[src/rtl/muldiv_pkg.sv]
// Shared types for the HI/LO multiply/divide sequencer.
package muldiv_pkg;

    typedef enum logic [1:0] {
        OP_MULTU = 2'b00,
        OP_MULT  = 2'b01,
        OP_DIVU  = 2'b10,
        OP_DIV   = 2'b11
    } op_e;

    typedef enum logic [1:0] {
        IDLE = 2'b00,
        CALC = 2'b01,
        FIX  = 2'b10
    } state_e;

endpackage

[src/rtl/muldiv_if.sv]
// Issue/result bundle between the control unit and the mul/div sequencer.
interface muldiv_if
    import muldiv_pkg::*;
#(
    parameter int WIDTH = 32
);
    logic             start;
    op_e              op;
    logic [WIDTH-1:0] a;
    logic [WIDTH-1:0] b;
    logic             mthi;
    logic             mtlo;
    logic [WIDTH-1:0] wdata;
    logic             busy;
    logic             done;
    logic             div_zero;
    logic [WIDTH-1:0] hi;
    logic [WIDTH-1:0] lo;

    modport master (
        output start, op, a, b, mthi, mtlo, wdata,
        input  busy, done, div_zero, hi, lo
    );

    modport slave (
        input  start, op, a, b, mthi, mtlo, wdata,
        output busy, done, div_zero, hi, lo
    );

endinterface

[src/rtl/muldiv_step.sv]
// One radix-2 iteration: shift-add multiply or restoring shift-subtract divide.
module muldiv_step #(
    parameter int WIDTH = 32
) (
    input  logic               mode,
    input  logic [2*WIDTH-1:0] acc,
    input  logic [WIDTH-1:0]   operand,
    output logic [2*WIDTH-1:0] acc_next,
    output logic               q_bit
);
    logic [WIDTH:0] sum;
    logic [WIDTH:0] rem_sh;
    logic [WIDTH:0] diff;

    always_comb begin
        sum    = {1'b0, acc[2*WIDTH-1:WIDTH]}
               + (acc[0] ? {1'b0, operand} : '0);
        rem_sh = acc[2*WIDTH-1:WIDTH-1];
        // remainder < divisor keeps rem_sh < 2*divisor, so bit WIDTH is the borrow
        diff   = rem_sh - {1'b0, operand};
        q_bit    = 1'b0;
        acc_next = {sum, acc[WIDTH-1:1]};
        if (mode) begin
            q_bit    = ~diff[WIDTH];
            acc_next = {(q_bit ? diff[WIDTH-1:0] : rem_sh[WIDTH-1:0]),
                        acc[WIDTH-2:0], 1'b0};
        end
    end

endmodule

[src/rtl/muldiv_ctrl.sv]
// HI/LO owner: iterative MULT(U)/DIV(U) sequencer with MTHI/MTLO.
// MULDIV_SIGNED_EN builds the signed abs/negate path; otherwise all ops are unsigned.
module muldiv_ctrl
    import muldiv_pkg::*;
#(
    parameter int WIDTH = 32
) (
    input  logic    clk,
    input  logic    rst,
    muldiv_if.slave bus
);
    localparam int CW = $clog2(WIDTH);

    state_e             state;
    state_e             state_nx;
    logic [CW-1:0]      cnt;
    logic               is_div;
    logic [2*WIDTH-1:0] acc;
    logic [2*WIDTH-1:0] acc_nx;
    logic [WIDTH-1:0]   opnd;
    logic [WIDTH-1:0]   a_abs;
    logic [WIDTH-1:0]   b_abs;
    logic [WIDTH-1:0]   fix_hi;
    logic [WIDTH-1:0]   fix_lo;
    logic [WIDTH-1:0]   hi_q;
    logic [WIDTH-1:0]   lo_q;
    logic               q_bit;
    logic               div0;
    logic               done_q;
    logic               dz_q;

    assign div0         = bus.op[1] && (bus.b == '0);
    assign bus.busy     = (state != IDLE);
    assign bus.done     = done_q;
    assign bus.div_zero = dz_q;
    assign bus.hi       = hi_q;
    assign bus.lo       = lo_q;

`ifdef MULDIV_SIGNED_EN
    logic               sgn;
    logic               neg_res;
    logic               neg_rem;
    logic [2*WIDTH-1:0] prod;

    assign sgn   = bus.op[0];
    assign a_abs = (sgn && bus.a[WIDTH-1]) ? -bus.a : bus.a;
    assign b_abs = (sgn && bus.b[WIDTH-1]) ? -bus.b : bus.b;
    assign prod  = neg_res ? -acc : acc;

    always_comb begin
        fix_hi = prod[2*WIDTH-1:WIDTH];
        fix_lo = prod[WIDTH-1:0];
        if (is_div) begin
            fix_hi = neg_rem ? -acc[2*WIDTH-1:WIDTH] : acc[2*WIDTH-1:WIDTH];
            fix_lo = neg_res ? -acc[WIDTH-1:0] : acc[WIDTH-1:0];
        end
    end

    always_ff @(posedge clk) begin
        if (rst) begin
            neg_res <= 1'b0;
            neg_rem <= 1'b0;
        end else if (state == IDLE && bus.start && !div0) begin
            neg_res <= sgn & (bus.a[WIDTH-1] ^ bus.b[WIDTH-1]);
            neg_rem <= sgn & bus.a[WIDTH-1];
        end
    end
`else
    logic unused_op0;

    assign unused_op0 = bus.op[0];
    assign a_abs      = bus.a;
    assign b_abs      = bus.b;
    assign fix_hi     = acc[2*WIDTH-1:WIDTH];
    assign fix_lo     = acc[WIDTH-1:0];
`endif

    muldiv_step #(
        .WIDTH(WIDTH)
    ) u_step (
        .mode    (is_div),
        .acc     (acc),
        .operand (opnd),
        .acc_next(acc_nx),
        .q_bit   (q_bit)
    );

    always_ff @(posedge clk) begin
        if (rst) state <= IDLE;
        else     state <= state_nx;
    end

    always_comb begin
        state_nx = state;
        unique case (state)
            IDLE:    if (bus.start && !div0) state_nx = CALC;
            CALC:    if (cnt == CW'(WIDTH - 1)) state_nx = FIX;
            FIX:     state_nx = IDLE;
            default: state_nx = IDLE;
        endcase
    end

    always_ff @(posedge clk) begin
        if (rst) begin
            cnt    <= '0;
            is_div <= 1'b0;
            acc    <= '0;
            opnd   <= '0;
            hi_q   <= '0;
            lo_q   <= '0;
            done_q <= 1'b0;
            dz_q   <= 1'b0;
        end else begin
            done_q <= 1'b0;
            unique case (state)
                IDLE: begin
                    if (bus.start) begin
                        if (div0) begin
                            dz_q   <= 1'b1;
                            done_q <= 1'b1;
                        end else begin
                            dz_q   <= 1'b0;
                            is_div <= bus.op[1];
                            cnt    <= '0;
                            acc    <= {{WIDTH{1'b0}},
                                       (bus.op[1] ? a_abs : b_abs)};
                            opnd   <= bus.op[1] ? b_abs : a_abs;
                        end
                    end else begin
                        if (bus.mthi) hi_q <= bus.wdata;
                        if (bus.mtlo) lo_q <= bus.wdata;
                    end
                end
                CALC: begin
                    acc <= {acc_nx[2*WIDTH-1:1], acc_nx[0] | q_bit};
                    cnt <= cnt + CW'(1);
                end
                FIX: begin
                    hi_q   <= fix_hi;
                    lo_q   <= fix_lo;
                    done_q <= 1'b1;
                end
                default: ;
            endcase
        end
    end

endmodule
[src/flat_wrapper.sv]
// flat-port wrapper written by rule: the top's interface ports become plain ports
module muldiv_ctrl_flat import muldiv_pkg::*;
#(
    parameter int WIDTH = 32
)
  (clk, rst, bus_start, bus_op, bus_a, bus_b, bus_mthi, bus_mtlo, bus_wdata, bus_busy, bus_done, bus_div_zero, bus_hi, bus_lo);
  muldiv_if #(.WIDTH(WIDTH)) bus_i ();
  input  logic clk;
  input  logic rst;
  input wire logic [$bits(bus_i.start)-1:0] bus_start;
  input wire logic [$bits(bus_i.op)-1:0] bus_op;
  input wire logic [$bits(bus_i.a)-1:0] bus_a;
  input wire logic [$bits(bus_i.b)-1:0] bus_b;
  input wire logic [$bits(bus_i.mthi)-1:0] bus_mthi;
  input wire logic [$bits(bus_i.mtlo)-1:0] bus_mtlo;
  input wire logic [$bits(bus_i.wdata)-1:0] bus_wdata;
  output wire logic [$bits(bus_i.busy)-1:0] bus_busy;
  output wire logic [$bits(bus_i.done)-1:0] bus_done;
  output wire logic [$bits(bus_i.div_zero)-1:0] bus_div_zero;
  output wire logic [$bits(bus_i.hi)-1:0] bus_hi;
  output wire logic [$bits(bus_i.lo)-1:0] bus_lo;
  assign bus_i.start = bus_start;
  assign bus_i.op = bus_op;
  assign bus_i.a = bus_a;
  assign bus_i.b = bus_b;
  assign bus_i.mthi = bus_mthi;
  assign bus_i.mtlo = bus_mtlo;
  assign bus_i.wdata = bus_wdata;
  assign bus_busy = bus_i.busy;
  assign bus_done = bus_i.done;
  assign bus_div_zero = bus_i.div_zero;
  assign bus_hi = bus_i.hi;
  assign bus_lo = bus_i.lo;
  muldiv_ctrl #(.WIDTH(WIDTH)) u_core (.clk(clk), .rst(rst), .bus(bus_i));
endmodule
[config.mk]
export PLATFORM = sky130hd
export DESIGN_NAME = muldiv_ctrl_flat
export DESIGN_NICKNAME = d
export VERILOG_FILES = /design/src/rtl/muldiv_pkg.sv /design/src/rtl/muldiv_if.sv /design/src/rtl/muldiv_step.sv /design/src/rtl/muldiv_ctrl.sv /design/src/flat_wrapper.sv
export SDC_FILE = /design/constraint.sdc
export NUM_CORES = 1
export LEC_CHECK = 0
export ABC_AREA = 1
export CORE_ASPECT_RATIO = 0.5
export CORE_UTILIZATION = 47
export CTS_BUF_LIST = sky130_fd_sc_hd__clkbuf_4
export DETAILED_ROUTE_END_ITERATION = 7
export PLACE_DENSITY = 0.69
export SKIP_LAST_GASP = 1
export SLEW_MARGIN = 25
export SYNTH_ARGS = -nofsm -noshare
export SYNTH_HDL_FRONTEND = slang
export SYNTH_HIERARCHICAL = 1
export SYNTH_SLANG_ARGS = --single-unit
[constraint.sdc]
create_clock -name clk -period 7.4 [get_ports clk]
set_clock_uncertainty 0.1 [all_clocks]
set_input_delay 1.48 -clock clk [delete_from_list [all_inputs] [get_ports clk]]
set_output_delay 1.48 -clock clk [all_outputs]
set_load 0.01 [all_outputs]
Yosys cells after proc, flatten, opt, wreduce, memory -nomap -nowiden

Cells that the tools add are included.

Logic and storage cells: 63
Register bits after elaboration: 170
Bits of input ports: 103
Output and inout port bits: 67

Mux-type cells: 24
Eq/ne operators: 10
Reduce and logical (&&, ||, !) cells: 14
Bitwise operators: 3
$add $sub $neg: 3

Operator list:

| operator            | count |
|---|---|
| $mux 32             | 8 |
| $mux 64             | 3 |
| $pmux 32 s2         | 2 |
| $pmux 64 s2         | 1 |
| $add 32x33->33      | 1 |
| $sub 33x32->33      | 1 |
| $logic_not 32->1    | 1 |
| $reduce_and 3->1    | 4 |
| $mux 5              | 2 |
| $ne 2x2->1 const B  | 5 |
| $pmux 5 s2          | 1 |
| $reduce_bool 2->1   | 3 |
| $add 5x1->5 const B | 1 |
| $eq 5x5->1 const B  | 1 |
| $mux 2              | 2 |
| $ne 2x1->1 const B  | 2 |
| $pmux 2 s2          | 1 |
| $reduce_and 2->1    | 2 |
| $mux 1              | 3 |
| $eq 2x1->1 const B  | 1 |
| $eq 2x2->1 const B  | 1 |
| $logic_and 1x1->1   | 2 |
| $logic_not 2->1     | 1 |
| $not 1->1           | 2 |
| other kinds (3)     | 3 |

Longest topological paths before layout

Gate-level depths: netlist of the first run.

Depth after elaboration: 6
Gate-level depth with buffers: 21
Mapped depth without buffers: 19

Cells and area by module

The synthesis of the first run kept the hierarchy.

By module, submodules not included:

| module      | instances | area an instance (um^2) | cells each |
|---|---|---|---|
| muldiv_ctrl | 1         | 8105.3                  | 1161 |
| muldiv_step | 1         | 6337.3                  | 1293 |

Least setup slack after synthesis of the first run

OpenSTA, ideal clock, no wires.

Kind: register -> register
Start point: reg u_core.acc[0]
End point: reg u_core.acc[43]
Stages on the path, launching flop included: 20
Arrival: 2.510 ns
Path slack: 4.657 ns
Library setup time: 0.132 ns
Path through: dfxtp_1 clkbuf_1 clkbuf_1 nand2_1 inv_1 ha_1 fa_1 nand2_1 nand2_1 o21ai_0 inv_1 nand2_1 nand2_1 nand2_1 nand2_1 or2_2 nand3_1 nand2_1 nand2_1 a21oi_1

Longest elaborated chain between the ends: 4

RTL lines:

| what                        | RTL line           | text |
|---|---|---|
| from (decl)                 | muldiv_ctrl.sv:18  | `logic [2*WIDTH-1:0] acc;` |
| from (signal assigned)      | muldiv_ctrl.sv:125 | `acc <= {{WIDTH{1'b0}},` |
| from (signal assigned)      | muldiv_ctrl.sv:135 | `acc <= {acc_nx[2*WIDTH-1:1], acc_nx[0] \| q_bit};` |
| $mux 32                     | muldiv_step.sv:17  | `+ (acc[0] ? {1'b0, operand} : '0);` |
| $add 32x33->33              | muldiv_step.sv:17  |  |
| $mux 64                     | muldiv_step.sv:23  | `if (mode) begin` |
| named net u_core.acc_nx[43] | muldiv_ctrl.sv:19  | `logic [2*WIDTH-1:0] acc_nx;` |
| $pmux 64 s2                 | muldiv_ctrl.sv:115 | `unique case (state)` |

The timed path passes the listed nets, and every way through them passes these cells.
A chain may end at the register's enable or synchronous reset.

Worst setup path in the final report of the first run

Start point: in bus_b[25]
End point: reg u_core.acc[46]

Longest elaborated chain between the ends: 4

RTL lines:

| what                              | RTL line           | text |
|---|---|---|
| from (decl)                       | flat_wrapper.sv:13 | `input wire logic [$bits(bus_i.b)-1:0] bus_b;` |
| $logic_not 32->1                  | muldiv_ctrl.sv:32  | `assign div0 = bus.op[1] && (bus.b == '0);` |
| $logic_and 1x1->1                 | muldiv_ctrl.sv:32  |  |
| $ne 2x2->1 (no source line)       | --                 |  |
| $reduce_and 3->1 (no source line) | --                 |  |

Every way passes these cells.

==> results of run 1 <==
cell type report:
class	instances	area [um^2]	share of cell area (%)
Timing Repair Buffer	180	1760	10.8
Sequential cell	170	3410	20.9
Clock inverter	14	120	0.736
Antenna cell	3	7.51	0.0460
Clock buffer	18	135	0.828
Multi-Input combinational cell	1813	9080	55.6
Tap cell	391	489	3.00
Inverter	352	1320	8.10
state kept, by name, indices dropped and copies added, names as in the netlist:
name,count
u_core/acc,64
u_core/bus.hi,32
u_core/bus.lo,32
u_core/opnd,32
u_core/cnt,5
u_core/state,2
u_core/bus.div_zero,1
u_core/bus.done,1
u_core/is_div,1
cell families (layout without fill, tap and decap cells):
family	after synthesis	count (layout)	share of synthesized area [%]
simple gates	1312	1312	39.9
buf+inv	471	564	13.6
compound gates	412	412	15.6
flops	170	170	23.6
fa+ha+maj	68	68	5.99
xor+xnor	18	18	1.09
mux	3	3	0.208
other cells	0	3	0
routing by layer:
layer | GRT usage (%) | vias to the layer above | share of wire [%]
met4 | 7.37 | 0 | 1.6
met2 | 48.3 | 694 | 40
met3 | 4.28 | 54 | 8.7
li1 | - | 8093 | -
met1 | 54.4 | 7477 | 50
met5 | 0 | - | 0
synth_stat cells, types with 8 or more instances:
| cell type | count | share of area (%) |
|---|---|---|
| sky130_fd_sc_hd__ha_1 | 66 | 5.7 |
| sky130_fd_sc_hd__xnor2_1 | 9 | 0.55 |
| sky130_fd_sc_hd__nand3b_1 | 17 | 0.88 |
| sky130_fd_sc_hd__clkbuf_1 | 62 | 1.6 |
| sky130_fd_sc_hd__buf_6 | 13 | 1.0 |
| sky130_fd_sc_hd__buf_2 | 27 | 0.94 |
| sky130_fd_sc_hd__o21ai_1 | 10 | 0.35 |
| sky130_fd_sc_hd__a21oi_1 | 133 | 4.6 |
| sky130_fd_sc_hd__a31oi_1 | 64 | 2.8 |
| sky130_fd_sc_hd__nand2_4 | 8 | 0.62 |
| sky130_fd_sc_hd__inv_1 | 339 | 8.8 |
| sky130_fd_sc_hd__o211ai_1 | 17 | 0.88 |
| sky130_fd_sc_hd__dfxtp_1 | 170 | 24 |
| sky130_fd_sc_hd__nor2_1 | 165 | 4.3 |
| sky130_fd_sc_hd__o21ai_0 | 166 | 5.8 |
| sky130_fd_sc_hd__nand2_2 | 31 | 1.3 |
| sky130_fd_sc_hd__inv_2 | 11 | 0.29 |
| sky130_fd_sc_hd__nand3_2 | 8 | 0.55 |
| sky130_fd_sc_hd__nand4_1 | 52 | 2.3 |
| sky130_fd_sc_hd__nand2_1 | 759 | 20 |
| sky130_fd_sc_hd__nand3_1 | 238 | 8.2 |
| sky130_fd_sc_hd__buf_4 | 8 | 0.42 |
| sky130_fd_sc_hd__xor2_1 | 9 | 0.55 |
how the worst max path moves through the flow:
stage | start | endpoint | slack (ns) | cells past startpoint
4_1_cts | u_core/state[1] | bus_busy | 3.42 | 3
2_1_floorplan | u_core/acc[0] | u_core/acc[43] | 4.66 | 19
3_3_place_gp | bus_b[25] | u_core/acc[0] | 2.80 | 11
5_1_grt | bus_b[18] | u_core/cnt[0] | 3.18 | 10
6_report | bus_b[25] | u_core/acc[46] | 3.40 | 10
3_5_place_dp | bus_b[25] | u_core/acc[46] | 2.78 | 10
worst min-delay path, stage by stage, from the launching register on:
cell	delay, ns
sky130_fd_sc_hd__dfxtp_1	0.35
sky130_fd_sc_hd__nand2_1	0.06
sky130_fd_sc_hd__a21oi_1	0.05
where the power goes:
part	total (mW)	switching, mW	internal [mW]
Clock	0.542	0.371	0.171
Sequential	1.06	0.0732	0.988
Combinational	0.956	0.610	0.346
Total	2.56	1.05	1.51
layout by cell type, fill, tap and decap left out, types with 4 or more instances in the layout:
cell type and instances:
sky130_fd_sc_hd__a31oi_1 64, sky130_fd_sc_hd__ha_1 66, sky130_fd_sc_hd__clkdlybuf4s50_1 166, sky130_fd_sc_hd__buf_4 12, sky130_fd_sc_hd__inv_1 337, sky130_fd_sc_hd__nand2_1 759
sky130_fd_sc_hd__inv_2 13, sky130_fd_sc_hd__nand3_1 238, sky130_fd_sc_hd__nand3b_1 17, sky130_fd_sc_hd__nand3_2 8, sky130_fd_sc_hd__clkinv_4 4, sky130_fd_sc_hd__o21a_1 7
sky130_fd_sc_hd__nor2_2 5, sky130_fd_sc_hd__nor2_1 164, sky130_fd_sc_hd__nor2_4 4, sky130_fd_sc_hd__clkinv_1 4, sky130_fd_sc_hd__o211ai_1 17, sky130_fd_sc_hd__nor3_1 7
sky130_fd_sc_hd__a21oi_1 133, sky130_fd_sc_hd__o21ai_1 10, sky130_fd_sc_hd__or2_2 7, sky130_fd_sc_hd__xnor2_1 9, sky130_fd_sc_hd__o21ai_0 166, sky130_fd_sc_hd__nand2_4 8
sky130_fd_sc_hd__dfxtp_1 168, sky130_fd_sc_hd__nand4_1 52, sky130_fd_sc_hd__clkbuf_4 18, sky130_fd_sc_hd__xor2_1 9, sky130_fd_sc_hd__o21bai_1 6, sky130_fd_sc_hd__nand2_2 31
==> flow_summary.json, run 1 <==
{
  "cts_resized": 0,
  "synth-seq-cells": 170,
  "floorplan.die_area_mm2": 0.0315,
  "report.final.setup_viol": 0,
  "min_period_over_period_pct": 54.0,
  "route.antenna.remaining_nets": 0,
  "overflow": 0,
  "setup_slack_ns": 3.40,
  "grt_antenna_before_repair": 4,
  "max_stage_delay_ns": 0.91,
  "drive_above_1_share_pct": 5.18,
  "whs_ns": 0.384,
  "async_flop_share_pct": 0,
  "finalSetupTns_ns": 0,
  "clock_sink_count": 170,
  "critPathMostFrequentCell": "sky130_fd_sc_hd__nand2_1",
  "layout.nets": 2705,
  "power.static_leakage_nw": 7.98,
  "instances_no_fill": 2941,
  "dieWidth_um": 250,
  "critical_path_arrival_ns": 4.42,
  "report.final.slew_viol_count": 0,
  "r2r_end": "u_core/acc[9]",
  "synth.lib_cells_used.distinct": 47,
  "max_clock_freq_ghz": 0.250,
  "power_mw": 2.56,
  "grt_setup_unrepaired": "false",
  "gp_congestion": 0.987,
  "timing.reg2reg.worst_path_depth": 9,
  "layout.core_utilization_pct": 55.1,
  "max_slew.worst_pin.slew_ns": 1.02,
  "crit_slowest_cell": "sky130_fd_sc_hd__nand3_4",
  "io_pins": 170,
  "grt_start_max_net_pins": 95,
  "drcViolationCount": 0,
  "cellPowerDensity_mw_per_mm2": 157,
  "yosys_warnings": 6,
  "placedInstanceArea_mm2": 0.0161,
  "detailed_place_hpwl_um": 41400,
  "drt_first_iter_violations": 2040,
  "areaGrowthSynthToFinish_pct": 13.0,
  "initial_utilization_pct": 48.8,
  "ys_seq_area_share_pct": 23.6,
  "drt_first_pass_iters": 6,
  "final_hold_viol_count": 0,
  "cts_max_path_buffers": 2,
  "drt_wl_total_um": 53900,
  "synth-edff-count": 0,
  "avgSynthCellArea_um2": 5.89,
  "final.min_clock_period_ns": 4.00,
  "routed-via-count": 16318,
  "critical_path.top_delay_family": "simple AND/OR/NAND/NOR gates",
  "timing.hold.worst_endpoint": "u_core/cnt[4]",
  "groute.usage.overall_pct": 34.3,
  "stdcell_area_mm2": 0.0163,
  "setup.worst_path.start_class": "input pin",
  "cp_num_buf_inv": 1,
  "synth_nets": 2625,
  "number_of_stages_on_the_worst_hold_path": 2,
  "slew-limit-headroom_pct": 32.1,
  "clock_root_buffer": "sky130_fd_sc_hd__clkbuf_4",
  "path_clk_slew_ns": 0.15,
  "crit_fanout": 70,
  "io_buffer_count": 168,
  "tritoncts": "done",
  "timing.critical_path.to_type": "flop",
  "cts_htree_levels": 4,
  "holdCritStartpoint": "u_core/cnt[4]",
  "post_placement_cell_count": 2906,
  "hp-class": "reg2reg",
  "worst-r2r-setup-slack_ns": 3.74,
  "wire_per_inst_um": 18.3,
  "cts_hold_buf": 0,
  "rr_startpoint": "u_core/state[1]",
  "chain_of_cells_forming_the_critical_path": "clkdlybuf4s50_1 > nor2_1 > nand2_1 > nor2_1 > nand2_1 > nor2_2 > nand3_2 > nand3_4 > nand2_1 > a21oi_1",
  "area_of_the_mapped_netlist_mm2": 0.0144,
  "postSynth.topFlopCell": "sky130_fd_sc_hd__dfxtp_1",
  "maxCapViolCount": 0,
  "tritoncts.num_buffers": 17,
  "die_height_um": 126,
  "synthCells": 2454,
  "critical_path_required_ns": 7.83,
  "first_global_vias": 14285,
  "core_region_area_mm2": 0.0296,
  "num-fill-cells": 3128,
  "buffers_inserted_by_post_cts_timing_repair": 0,
  "criticalPathCategory": "in2reg",
  "rows": 44,
  "run_status": "completed",
  "max-vdd-ir-drop_mv": 0.114,
  "grt_first_pass_wirelength_um": 83700,
  "drt-vias-per-instance": 5.55,
  "place_ws_ns": 2.78,
  "clock_insertion_delay_worst_skew_ns": 0.61
}
Power figures use the tool's default switching activity.
==> run 2, diff against run 1 <==
--- a/config.mk
+++ b/config.mk
@@ -10,7 +10,7 @@
 export CORE_UTILIZATION = 47
 export CTS_BUF_LIST = sky130_fd_sc_hd__clkbuf_4
 export DETAILED_ROUTE_END_ITERATION = 7
-export PLACE_DENSITY = 0.69
+export PLACE_DENSITY = 0.72
 export SKIP_LAST_GASP = 1
 export SLEW_MARGIN = 25
 export SYNTH_ARGS = -nofsm -noshare
==> constraint.sdc (replaced) <==
create_clock -name clk -period 3.6 [get_ports clk]
set_clock_uncertainty 0.1 [all_clocks]
set_input_delay 0.72 -clock clk [delete_from_list [all_inputs] [get_ports clk]]
set_output_delay 0.72 -clock clk [all_outputs]
set_load 0.01 [all_outputs]
==> flow_summary.json, run 2 (synthesis gave the netlist of run 1 again) <==
{
  "timing.critical_path.to_type": "flop",
  "mostFrequentLayoutCell": "sky130_fd_sc_hd__nand2_1",
  "setup.worst_path.start_class": "flop",
  "critical_path_required_ns": 4.01,
  "commonest_cells_after_routing_fill_and_taps_aside": "759 x sky130_fd_sc_hd__nand2_1, 338 x sky130_fd_sc_hd__inv_1, 238 x sky130_fd_sc_hd__nand3_1",
  "crit_fanout": 17,
  "groute.usage.overall_pct": 33.6,
  "overflow": 0,
  "power.static_leakage_nw": 8.15,
  "clock_sink_count": 170,
  "report.final.slew_viol_count": 0,
  "max_clock_freq_ghz": 0.301,
  "initial_utilization_pct": 48.8,
  "critical_path_arrival_ns": 3.73,
  "worst-r2r-setup-slack_ns": 0.28,
  "buffers_inserted_by_post_cts_timing_repair": 0,
  "slew-limit-headroom_pct": 43.9,
  "run_status": "completed",
  "die_height_um": 126,
  "report.final.setup_viol": 0,
  "clock_insertion_delay_worst_skew_ns": 0.62,
  "startpoint": "u_core/acc[31]",
  "cellPowerDensity_mw_per_mm2": 319,
  "drt_first_iter_violations": 2310,
  "grt_antenna_before_repair": 2,
  "wire_per_inst_um": 18.0,
  "route.antenna.remaining_nets": 0,
  "detailed_place_hpwl_um": 41600,
  "max_slew.worst_pin.slew_ns": 0.839,
  "cts_resized": 0,
  "clock_power_share_pct": 20.9,
  "hp-class": "reg2reg",
  "gp_congestion": 0.997,
  "use_met1_pct": 50.6,
  "dieWidth_um": 250,
  "drt_wl_total_um": 53600,
  "p_switching_mw": 2.17,
  "drive_above_1_share_pct": 6.25,
  "layout.nets": 2736,
  "grtUsageMet3_pct": 5.68,
  "cts_hold_buf": 0,
  "r2r_end": "u_core/acc[0]",
  "cts_max_path_buffers": 2,
  "rows": 44,
  "grt_first_pass_wirelength_um": 82400,
  "clock_root_buffer": "sky130_fd_sc_hd__clkbuf_4",
  "register_containing_the_most_flip_flops_in_the_final_layout": "u_core/acc",
  "finalSetupTns_ns": 0,
  "sequentialPowerShare_pct": 41.1,
  "grt_setup_unrepaired": "false",
  "path_clk_slew_ns": 0.15,
  "rr_startpoint": "u_core/acc[31]",
  "drt-vias-per-instance": 5.60,
  "min_period_over_period_pct": 92.2,
  "power_mw": 5.29,
  "cts_htree_levels": 4,
  "grt_start_max_net_pins": 69,
  "max_ffs_per_register": 64,
  "power.combinational.fraction_pct": 37.9,
  "timing.critical_path.to": "u_core/acc[0]",
  "final_hold_viol_count": 0,
  "io_pins": 170,
  "routed-via-count": 16630,
  "tritoncts.num_buffers": 17,
  "drt_first_pass_iters": 8,
  "maxCapViolCount": 0,
  "drcViolationCount": 0,
  "global_route_layer_with_the_greatest_usage": "met1",
  "final.min_clock_period_ns": 3.32,
  "io_buffer_count": 168,
  "criticalPathCategory": "reg2reg",
  "areaGrowthSynthToFinish_pct": 14.9,
  "max-vdd-ir-drop_mv": 0.249,
  "floorplan.die_area_mm2": 0.0315,
  "groute.layer.met2.usage_pct": 49.9,
  "internal_power_mw": 3.12,
  "p_sw_share_pct": 41.0,
  "core_region_area_mm2": 0.0296,
  "timing.reg2reg.worst_path_depth": 19,
  "whs_ns": 0.383,
  "first_global_vias": 14630,
  "tritoncts": "done"
}
==> run 2: worst max-delay path, cell delays in order (launching register included) <==
cell and delay [ns]:
sky130_fd_sc_hd__dfxtp_1 0.39, sky130_fd_sc_hd__inv_1 0.14, sky130_fd_sc_hd__ha_1 0.26, sky130_fd_sc_hd__fa_1 0.45, sky130_fd_sc_hd__inv_1 0.13, sky130_fd_sc_hd__nand2_1 0.05
sky130_fd_sc_hd__nand2_1 0.11, sky130_fd_sc_hd__nand3_2 0.08, sky130_fd_sc_hd__nand2_2 0.12, sky130_fd_sc_hd__nand2_2 0.08, sky130_fd_sc_hd__nand2_4 0.08, sky130_fd_sc_hd__nand2_4 0.08
sky130_fd_sc_hd__nand2_4 0.09, sky130_fd_sc_hd__nand2_4 0.13, sky130_fd_sc_hd__nand3_1 0.36, sky130_fd_sc_hd__inv_1 0.10, sky130_fd_sc_hd__nor3_1 0.22, sky130_fd_sc_hd__a21oi_1 0.07
sky130_fd_sc_hd__nor2_1 0.11, sky130_fd_sc_hd__nor2_1 0.05
==> run 2: power by group through the flow <==
stage	logic [mW]	clock network (mW)	registers, mW
floorplan	1.32	0	2.19
global placement	1.94	0	2.20
detailed placement	1.96	0	2.21
CTS	1.97	1.11	2.17
global route	2.22	1.19	2.19
finish	2.01	1.11	2.17
==> run 2: worst min-delay path by stage <==
| stage | startpoint | end | slack [ns] | depth (start not counted) |
|---|---|---|---|---|
| final | u_core/cnt[4] | u_core/cnt[4] | 0.38 | 2 |
| after global placement | u_core/cnt[4] | u_core/cnt[4] | 0.35 | 2 |
| after CTS | u_core/cnt[4] | u_core/cnt[4] | 0.38 | 2 |
| after global routing | u_core/bus.div_zero | u_core/bus.div_zero | 0.41 | 2 |
| after floorplan | u_core/cnt[4] | u_core/cnt[4] | 0.34 | 2 |
| after detailed placement | u_core/cnt[4] | u_core/cnt[4] | 0.36 | 2 |
==> run 2: cell type report <==
class | count | area, um^2
fillers | 3020 | 13000
multi-input cells | 1813 | 9080
flip-flops and latches | 170 | 3410
repair buffers | 211 | 2030
inverters | 352 | 1320
well taps | 391 | 489
clock buffers | 18 | 135
clock inverters | 14 | 120
diodes | 2 | 5.00
==> run 2: metal layers <==
metal | routed length [um] | part of all wire [%]
met5 | 0 | 0
met4 | 854 | 1.6
met3 | 5650 | 11
met2 | 22100 | 41
met1 | 25000 | 47
==> run 2: metrics by stage <==
step / utilization [%] / cells / setup slack (ns) / cell area [um^2]
after floorplan: - / 2454 / 0.857 / 14400
after global placement: 55.1 / 2937 / 0.436 / 16300
after detailed placement: 55.1 / 2937 / 0.394 / 16300
after CTS: 56.0 / 2969 / 0.347 / 16600
after global routing: 56.0 / 2971 / 0.0558 / 16600
final: 56.0 / 2971 / 0.282 / 16600
==> run 3, diff against run 2 <==
--- a/config.mk
+++ b/config.mk
@@ -7,6 +7,7 @@
 export LEC_CHECK = 0
 export ABC_AREA = 1
 export CORE_ASPECT_RATIO = 0.5
+export CORE_MARGIN = 2
 export CORE_UTILIZATION = 47
 export CTS_BUF_LIST = sky130_fd_sc_hd__clkbuf_4
 export DETAILED_ROUTE_END_ITERATION = 7
==> flow_summary.json, run 3 (synthesis gave the netlist of run 1 again) <==
{
  "run_status": "completed",
  "cts_hold_buf": 0,
  "final.min_clock_period_ns": 3.25,
  "path_clk_slew_ns": 0.16,
  "die_height_um": 128,
  "setup_slack_ns": 0.346,
  "max_clock_freq_ghz": 0.307,
  "hp-class": "reg2reg",
  "finalSetupTns_ns": 0,
  "layout.core_utilization_pct": 55.2,
  "cts_max_path_buffers": 2,
  "grt_start_max_net_pins": 72,
  "cellPowerDensity_mw_per_mm2": 338,
  "io_pins": 170,
  "io_buffer_count": 168,
  "grt_antenna_before_repair": 6,
  "stdcell_area_mm2": 0.0167,
  "whs_ns": 0.383,
  "max_stage_delay_ns": 0.45,
  "report.final.setup_viol": 0,
  "cts_resized": 0,
  "commonest_cells_after_routing_fill_and_taps_aside": "759 x sky130_fd_sc_hd__nand2_1, 338 x sky130_fd_sc_hd__inv_1, 238 x sky130_fd_sc_hd__nand3_1",
  "route.antenna.remaining_nets": 0,
  "clock_root_buffer": "sky130_fd_sc_hd__clkbuf_4",
  "core_region_area_mm2": 0.0303,
  "drive_above_1_share_pct": 6.55,
  "timing.critical_path.to_type": "flop",
  "post_placement_cell_count": 2949,
  "register_containing_the_most_flip_flops_in_the_final_layout": "u_core/acc",
  "drt_wl_total_um": 53800,
  "initial_utilization_pct": 47.7,
  "buffers_inserted_by_post_cts_timing_repair": 0,
  "min_period_over_period_pct": 90.4,
  "critical_path_required_ns": 4.01,
  "power.static_leakage_nw": 8.23,
  "placedInstanceArea_mm2": 0.0163,
  "drt_first_iter_violations": 2052,
  "first_global_vias": 14348,
  "gp_congestion": 1.02,
  "grt_first_pass_wirelength_um": 81600,
  "tritoncts.num_buffers": 17,
  "crit_slowest_cell": "sky130_fd_sc_hd__fa_1",
  "critPathMostFrequentCell": "sky130_fd_sc_hd__nand2_4",
  "place_ws_ns": 0.439,
  "clock_sink_count": 170,
  "areaGrowthSynthToFinish_pct": 15.9,
  "slew-limit-headroom_pct": 33.1,
  "layout.nets": 2740,
  "floorplan.die_area_mm2": 0.0322,
  "instances_no_fill": 2988,
  "max_ffs_per_register": 64,
  "clock_insertion_delay_worst_skew_ns": 0.60,
  "wire_per_inst_um": 18.0,
  "max_slew.worst_pin.slew_ns": 0.997,
  "drt_first_pass_iters": 6,
  "dieWidth_um": 252,
  "overflow": 0,
  "criticalPathCategory": "reg2reg",
  "max-vdd-ir-drop_mv": 0.263,
  "drcViolationCount": 0,
  "grt_setup_unrepaired": "false",
  "mostFrequentLayoutCell": "sky130_fd_sc_hd__nand2_1",
  "detailed_place_hpwl_um": 41700,
  "chain_of_cells_forming_the_critical_path": "inv_1 > ha_1 > fa_1 > inv_1 > nand2_1 > nand2_1 > nand3_2 > nand2_2 > nand2_2 > nand2_4 > nand2_4 > nand2_4 > nand2_4 > nand3_1 > inv_1 > nor3_1 > a21oi_1 > nor2_1 > nor2_1",
  "report.final.slew_viol_count": 0,
  "tritoncts": "done",
  "routed-via-count": 16619,
  "critical_path_arrival_ns": 3.66,
  "groute.usage.overall_pct": 32.7,
  "power_mw": 5.66,
  "crit_fanout": 17,
  "cts_htree_levels": 4,
  "setup.worst_path.start_class": "flop",
  "maxCapViolCount": 0,
  "rows": 45,
  "drt-vias-per-instance": 5.56,
  "num-fill-cells": 3177,
  "final_hold_viol_count": 0
}
[run 3: cell count changes in the layout (fill, tap and decap cells not counted), sizes merged]
cell    change
inv         +3
buf         +4
clkbuf      -1
diode       +5
clkinv      -7
bufinv      +5
[run 3: final timing paths]
kind | start | to | slack, ns | depth (start not counted)
min | u_core/bus.div_zero | u_core/bus.div_zero | 0.38 | 2
max | u_core/acc[31] | u_core/acc[0] | 0.35 | 19
max reg2reg | u_core/acc[31] | u_core/acc[0] | 0.35 | 19
min reg2reg | u_core/bus.div_zero | u_core/bus.div_zero | 0.38 | 2
[run 3: where the power goes]
part / internal, mW / switching, mW
logic: 0.731 / 1.28
registers: 2.03 / 0.136
clock network: 0.709 / 0.772
[run 3: per-layer routing]
metal / track usage, % / part of all wire (%) / vias to the layer above
met5: 0 / 0 / -
met4: 7.38 / 2.0 / 0
met3: 5.42 / 11 / 77
met2: 48.9 / 42 / 775
met1: 48.9 / 46 / 7589
li1: - / - / 8178
[run 3: layout make-up]
type	count	area (um^2)	area share, %
Multi-Input combinational cell	1813	9080	54.3
Sequential cell	170	3410	20.4
Timing Repair Buffer	215	2020	12.1
Inverter	352	1320	7.90
Tap cell	399	499	2.98
Clock inverter	15	259	1.55
Clock buffer	17	128	0.763
Antenna cell	7	17.5	0.105
[run 3: critical path, delay by kind of cell, from the launching register on]
family,cells,cell delay (ns)
and+or+nand+nor,13,1.51
DFF,1,0.38
adders and majority gates,2,0.72
AOI/OAI and AO/OA,1,0.06
buffers and inverters,3,0.38
